===== config.mk =====
export PLATFORM = sky130hd
export DESIGN_NAME = wb_trace_queue_flat
export DESIGN_NICKNAME = d
export VERILOG_FILES = /design/src/rtl/wb_trace_queue_if.sv /design/src/rtl/wb_trace_queue.sv /design/src/flat_wrapper.sv
export SDC_FILE = /design/constraint.sdc
export NUM_CORES = 2
export LEC_CHECK = 0
export CORE_AREA = 2 2 515 517
export DETAILED_ROUTE_END_ITERATION = 10
export DIE_AREA = 0 0 517 519
export PLACE_DENSITY = 0.42
export SLEW_MARGIN = 10
export SYNTH_ARGS = -nofsm -noshare
export SYNTH_HDL_FRONTEND = slang
export SYNTH_SLANG_ARGS = --single-unit
export TNS_END_PERCENT = 100

===== constraint.sdc =====
create_clock -name clk -period 6.43 [get_ports clk]
set_input_delay 1.929 -clock clk [delete_from_list [all_inputs] [get_ports clk]]
set_output_delay 1.929 -clock clk [all_outputs]
set_load 0.01 [all_outputs]

===== src/rtl/wb_trace_queue_if.sv =====
// Bundles the CPU observation ports, the trace output stream and the loss indicators.
// The master drives the CPU side and accepts the stream; the slave is the queue.
interface wb_trace_queue_if #(
  parameter int CNT_W = 16
);
  logic [31:0]      m_inst_addr;
  logic [31:0]      m_data_addr;
  logic [31:0]      m_data_wdata;
  logic [3:0]       m_data_byteen;
  logic [31:0]      m_data_rdata;
  logic [31:0]      w_inst_addr;
  logic             w_grf_we;
  logic [4:0]       w_grf_addr;
  logic [31:0]      w_grf_wdata;
  logic             out_valid;
  logic             out_ready;
  logic             out_type;
  logic [31:0]      out_pc;
  logic [31:0]      out_addr;
  logic [31:0]      out_data;
  logic             overflow;
  logic [CNT_W-1:0] drop_cnt;

  modport master (
    output m_inst_addr, m_data_addr, m_data_wdata, m_data_byteen, m_data_rdata,
    output w_inst_addr, w_grf_we, w_grf_addr, w_grf_wdata, out_ready,
    input  out_valid, out_type, out_pc, out_addr, out_data, overflow, drop_cnt
  );

  modport slave (
    input  m_inst_addr, m_data_addr, m_data_wdata, m_data_byteen, m_data_rdata,
    input  w_inst_addr, w_grf_we, w_grf_addr, w_grf_wdata, out_ready,
    output out_valid, out_type, out_pc, out_addr, out_data, overflow, drop_cnt
  );
endinterface


===== src/rtl/wb_trace_queue.sv =====
// Ordered trace FIFO for M-stage stores and W-stage GRF writes, up to two events per cycle.
// Events that find no room are counted and flagged rather than silently lost.
module wb_trace_queue #(
  parameter int DEPTH = 16,
  parameter int CNT_W = 16
) (
  input  logic clk,
  input  logic reset,
  wb_trace_queue_if.slave bus
);
  localparam int PTR_W = $clog2(DEPTH);

  typedef struct packed {
    logic        typ;
    logic [31:0] pc;
    logic [31:0] addr;
    logic [31:0] data;
  } entry_t;

  entry_t           fifo [DEPTH];
  logic [PTR_W:0]   count;
  logic [PTR_W-1:0] rd_ptr;
  logic [PTR_W-1:0] wr_ptr;
  logic             overflow_q;
  logic [CNT_W-1:0] drop_cnt_q;

  logic             mem_evt;
  logic             grf_evt;
  logic             deq;
  logic             keep_mem;
  logic             keep_grf;
  logic [1:0]       enq_n;
  logic [1:0]       n_drop;
  logic [PTR_W+1:0] space;
  logic [31:0]      merged;
  logic [CNT_W:0]   drop_sum;
  entry_t           mem_ent;
  entry_t           grf_ent;
  entry_t           head;

  assign mem_evt = (bus.m_data_byteen != 4'b0000);
  assign grf_evt = bus.w_grf_we && (bus.w_grf_addr != 5'd0);
  assign deq     = (count != '0) && bus.out_ready;
  assign space   = (PTR_W+2)'(DEPTH) - {1'b0, count} + {{(PTR_W+1){1'b0}}, deq};

  always_comb begin
    merged = bus.m_data_rdata;
    for (int i = 0; i < 4; i++) begin
      if (bus.m_data_byteen[i]) merged[8*i +: 8] = bus.m_data_wdata[8*i +: 8];
    end
  end

  // The store always claims the first free slot, so it survives when only one slot is left.
  assign keep_mem = mem_evt && (space != '0);
  assign keep_grf = grf_evt && (space > {{(PTR_W+1){1'b0}}, mem_evt});
  assign enq_n    = {1'b0, keep_mem} + {1'b0, keep_grf};
  assign n_drop   = {1'b0, mem_evt && !keep_mem} + {1'b0, grf_evt && !keep_grf};
  assign drop_sum = {1'b0, drop_cnt_q} + {{(CNT_W-1){1'b0}}, n_drop};

  assign mem_ent = '{typ: 1'b1, pc: bus.m_inst_addr,
                     addr: {bus.m_data_addr[31:2], 2'b00}, data: merged};
  assign grf_ent = '{typ: 1'b0, pc: bus.w_inst_addr,
                     addr: {27'd0, bus.w_grf_addr}, data: bus.w_grf_wdata};

  always_ff @(posedge clk) begin
    if (keep_mem) fifo[wr_ptr] <= mem_ent;
    if (keep_grf) fifo[keep_mem ? wr_ptr + 1'b1 : wr_ptr] <= grf_ent;
  end

  always_ff @(posedge clk or posedge reset) begin
    if (reset) begin
      count      <= '0;
      rd_ptr     <= '0;
      wr_ptr     <= '0;
      overflow_q <= 1'b0;
      drop_cnt_q <= '0;
    end else begin
      count  <= count + {{(PTR_W-1){1'b0}}, enq_n} - {{PTR_W{1'b0}}, deq};
      rd_ptr <= rd_ptr + {{(PTR_W-1){1'b0}}, deq};
      wr_ptr <= wr_ptr + {{(PTR_W-2){1'b0}}, enq_n};
      if (n_drop != 2'd0) begin
        overflow_q <= 1'b1;
        drop_cnt_q <= drop_sum[CNT_W] ? '1 : drop_sum[CNT_W-1:0];
      end
    end
  end

  // Head fields read as zero whenever the queue is empty, including straight out of reset.
  assign head          = fifo[rd_ptr];
  assign bus.out_valid = (count != '0);
  assign bus.out_type  = bus.out_valid ? head.typ  : 1'b0;
  assign bus.out_pc    = bus.out_valid ? head.pc   : 32'd0;
  assign bus.out_addr  = bus.out_valid ? head.addr : 32'd0;
  assign bus.out_data  = bus.out_valid ? head.data : 32'd0;
  assign bus.overflow  = overflow_q;
  assign bus.drop_cnt  = drop_cnt_q;
endmodule


===== src/flat_wrapper.sv =====
// flat-port wrapper written by rule: the top's interface ports become plain ports
module wb_trace_queue_flat 
#(
  parameter int DEPTH = 16,
  parameter int CNT_W = 16
)
  (clk, reset, bus_m_inst_addr, bus_m_data_addr, bus_m_data_wdata, bus_m_data_byteen, bus_m_data_rdata, bus_w_inst_addr, bus_w_grf_we, bus_w_grf_addr, bus_w_grf_wdata, bus_out_ready, bus_out_valid, bus_out_type, bus_out_pc, bus_out_addr, bus_out_data, bus_overflow, bus_drop_cnt);
  wb_trace_queue_if #(.CNT_W(CNT_W)) bus_i ();
  input  logic clk;
  input  logic reset;
  input wire logic [$bits(bus_i.m_inst_addr)-1:0] bus_m_inst_addr;
  input wire logic [$bits(bus_i.m_data_addr)-1:0] bus_m_data_addr;
  input wire logic [$bits(bus_i.m_data_wdata)-1:0] bus_m_data_wdata;
  input wire logic [$bits(bus_i.m_data_byteen)-1:0] bus_m_data_byteen;
  input wire logic [$bits(bus_i.m_data_rdata)-1:0] bus_m_data_rdata;
  input wire logic [$bits(bus_i.w_inst_addr)-1:0] bus_w_inst_addr;
  input wire logic [$bits(bus_i.w_grf_we)-1:0] bus_w_grf_we;
  input wire logic [$bits(bus_i.w_grf_addr)-1:0] bus_w_grf_addr;
  input wire logic [$bits(bus_i.w_grf_wdata)-1:0] bus_w_grf_wdata;
  input wire logic [$bits(bus_i.out_ready)-1:0] bus_out_ready;
  output wire logic [$bits(bus_i.out_valid)-1:0] bus_out_valid;
  output wire logic [$bits(bus_i.out_type)-1:0] bus_out_type;
  output wire logic [$bits(bus_i.out_pc)-1:0] bus_out_pc;
  output wire logic [$bits(bus_i.out_addr)-1:0] bus_out_addr;
  output wire logic [$bits(bus_i.out_data)-1:0] bus_out_data;
  output wire logic [$bits(bus_i.overflow)-1:0] bus_overflow;
  output wire logic [$bits(bus_i.drop_cnt)-1:0] bus_drop_cnt;
  assign bus_i.m_inst_addr = bus_m_inst_addr;
  assign bus_i.m_data_addr = bus_m_data_addr;
  assign bus_i.m_data_wdata = bus_m_data_wdata;
  assign bus_i.m_data_byteen = bus_m_data_byteen;
  assign bus_i.m_data_rdata = bus_m_data_rdata;
  assign bus_i.w_inst_addr = bus_w_inst_addr;
  assign bus_i.w_grf_we = bus_w_grf_we;
  assign bus_i.w_grf_addr = bus_w_grf_addr;
  assign bus_i.w_grf_wdata = bus_w_grf_wdata;
  assign bus_i.out_ready = bus_out_ready;
  assign bus_out_valid = bus_i.out_valid;
  assign bus_out_type = bus_i.out_type;
  assign bus_out_pc = bus_i.out_pc;
  assign bus_out_addr = bus_i.out_addr;
  assign bus_out_data = bus_i.out_data;
  assign bus_overflow = bus_i.overflow;
  assign bus_drop_cnt = bus_i.drop_cnt;
  wb_trace_queue #(.DEPTH(DEPTH), .CNT_W(CNT_W)) u_core (.clk(clk), .reset(reset), .bus(bus_i));
endmodule

==> impl_metrics.toml <==
[outcome]
status = "complete, no violations"

[place]
gp_congestion = 0.784
port-buffer-count = 317
dp_hpwl_um = 186000
pre_cts_slack_ns = -0.0418
dp_cells = 10047

[sta]
rsz0062_at_grt = "false"
fin_tns_setup_ns = 0
slew_headroom_pct = 17.3
fin_skew_ns = 0.0636
fmax_ghz = 0.166
fin_crit_sh_pct = 93.8
hold_slack_ns = 0.449
slew_violations = 0
setup_ws_ns = 0.400
fin_crit_ns = 6.03
hold_viol = 0
tightest_slew_ns = 1.24
setup_viol = 0

[worst_setup_path]
critPathCaptureType = "output pin"
rrSetupSlack_ns = 0.84
worstPathMaxFanout = 25
arrival_ns = 4.10
worstSetupStartpointType = "register"
reg2reg_depth = 15
crit_type = "register to output pin"
reg2reg_from = "u_core.count[3]"
r2r-end = "u_core.fifo[8][68]"
worstPathRequired_ns = 4.50

[global_routing]
grt_overflow = 0
grt_max_degree = 97
antenna_found_initial = 51
grt_use_total_pct = 24.8
grt_pass1_wl_um = 474000
grt_pass1_vias = 59649

[pwr]
p_leak_nw = 30.6
p_seq_share_pct = 31.5
power_density_mw_per_mm2 = 564
clkPwrFrac_pct = 20.2
peakVddDrop_v = 0.000492
p_int_mw = 30.9
swShare_pct = 41.3
p_sw_mw = 21.8
p_comb_share_pct = 48.3

[cells_and_area]
fill_cells = 25806
layout-drive-gt1-share_pct = 19.0
fin_cells = 10397
final_cell_mix = "nand2_1 (1295), edfxtp_1 (1104), o31ai_1 (593)"
final_common_cell = "nand2_1"
area_growth_pct = 18.9
postLayoutCoreUtil_pct = 35.4
finalNetCount = 6936

[synthesis]
yosys_warnings = 0
synth_cells = 6710
seq_area_frac_synth_pct = 54.7
ys_seq_elements = 1582
postSynthNetCount = 6942
syn_area_mm2 = 0.0784
async_flop_share_pct = 1.90
yosysUniqueCellTypes = 62
synth_edf_count = 1104
avgSynthCellArea_um2 = 11.7
ys.flop_type = "edfxtp_1"

[min_path]
hold_path.class = "register to register"
hold_path.startpoint = "u_core.fifo[7][59]"
holdPathEnd = "u_core.fifo[7][59]"
hold_path_depth = 2

[route]
num_vias = 60319
antenna_left = 0
route.detailed.drc = 0
drtIter0Drc = 7470
drtPass1Iterations = 6
post_drt_via_cell_ratio = 5.80
wire_per_inst_um = 32.6
routed_wl_um = 339000

[clocking]
cts_buffers = 188
clkLatencyLatePin_ns = 0.88
hold_buffers = 0
clockBufferDepth = 3
cts_tree = "done"
post_cts_resized = 0
clock-root-buffer = "clkbuf_16"
clock-sinks = 1582
htree_levels = 4
cts_setup_buffers = 0
clkTransAtPathRegs_ns = 0.06

[floorplanning]
fp.dieH_um = 519
die_area_mm2 = 0.268
start_util_pct = 29.8
num_rows = 189
coreArea_mm2 = 0.263
die_w_um = 517
io_pins = 320

[job]
cap_viol_max_count = 0
## critical path: stages (launching register included)
cell and delay, ns:
dfrtp_4 0.73, buf_12 0.31, buf_12 0.29, mux4_2 0.55
mux4_2 0.60, and2_1 0.22, clkdlybuf4s50_1 0.48
## layer usage
layer  track usage (%)  part of all wire (%)  vias to the layer above
li1                  -                     -                    25300
met1              33.6                    41                    31077
met2              39.6                    47                     3296
met3              4.79                   9.0                      608
met4              7.86                   3.2                       38
met5                 0                 0.069                        -
## flip-flops by register name (all words and copies together) (netlist names)
register             cells
u_core.rd_ptr            4
u_core.wr_ptr            4
u_core.fifo           1552
u_core.bus.drop_cnt     16
u_core.count             5
u_core.bus.overflow      1
## power groups by stage
stage / clock network [mW] / logic [mW] / registers, mW
after floorplan: 0 / 13.9 / 16.1
after global placement: 0 / 25.2 / 16.6
after detailed placement: 0 / 25.4 / 16.7
after CTS: 10.8 / 25.4 / 16.6
after global routing: 11.2 / 26.5 / 16.9
final: 10.6 / 25.4 / 16.6
## Yosys cell counts, types with 16 or more instances
master | n | area [um2]
nand2_1 | 1314 | 4930
edfxtp_1 | 1104 | 33200
o31ai_1 | 593 | 4450
clkbuf_1 | 536 | 2010
mux4_2 | 485 | 10900
dfxtp_1 | 448 | 8970
a21oi_1 | 444 | 2220
nand3_1 | 417 | 2090
nor2_1 | 253 | 950
o22ai_1 | 202 | 1260
mux2_2 | 167 | 1880
buf_1 | 126 | 473
buf_2 | 119 | 596
and2_1 | 115 | 719
o2bb2ai_1 | 66 | 578
nor3_1 | 37 | 185
mux2_1 | 35 | 394
mux2i_1 | 33 | 330
dfrtp_1 | 30 | 751
inv_1 | 25 | 93.8
ha_1 | 24 | 300
nand2b_1 | 16 | 100
## logic make-up (layout without fill, tap and decap cells)
logic type	Yosys count	after routing	synth area share (%)
and+or+nand+nor	2197	2197	11.9
DFF	1582	1582	54.7
AOI/OAI and AO/OA	1347	1347	11.4
buffers and inverters	822	963	4.19
muxes	720	720	17.2
adders and majority gates	27	27	0.459
xor gates and xnor gates	15	15	0.168
other	0	13	0
## final cells by class
| type | count | area (um2) | area share, % |
|---|---|---|---|
| Tap cell | 3533 | 4420 | 4.74 |
| Clock buffer | 269 | 5270 | 5.65 |
| Multi-Input combinational cell | 4306 | 32900 | 35.3 |
| Sequential cell | 1582 | 42900 | 46.0 |
| Antenna cell | 13 | 32.5 | 0.0349 |
| Timing Repair Buffer | 599 | 6930 | 7.43 |
| Inverter | 27 | 101 | 0.109 |
| Clock inverter | 68 | 709 | 0.761 |
## stage by stage
step / power, mW / cell area (um2)
final: 52.6 / 93200
after detailed placement: 42.1 / 87200
after CTS: 52.8 / 93200
after floorplan: 30.0 / 78400
after global routing: 54.6 / 93200
after global placement: 41.9 / 87200
## worst max path at each step
stage,slack (ns),depth (start not counted),start,to
2_1_floorplan,0.009,11,bus_m_data_byteen[1],u_core.fifo[4][0]
3_3_place_gp,0.01,12,bus_out_ready,u_core.fifo[8][84]
3_5_place_dp,-0.04,12,bus_out_ready,u_core.fifo[8][84]
4_1_cts,0.31,6,u_core.rd_ptr[0],bus_out_data[28]
5_1_grt,0.27,6,u_core.rd_ptr[0],bus_out_data[28]
6_report,0.40,6,u_core.rd_ptr[0],bus_out_data[28]
No activity file was read; power rests on OpenSTA's default activity.
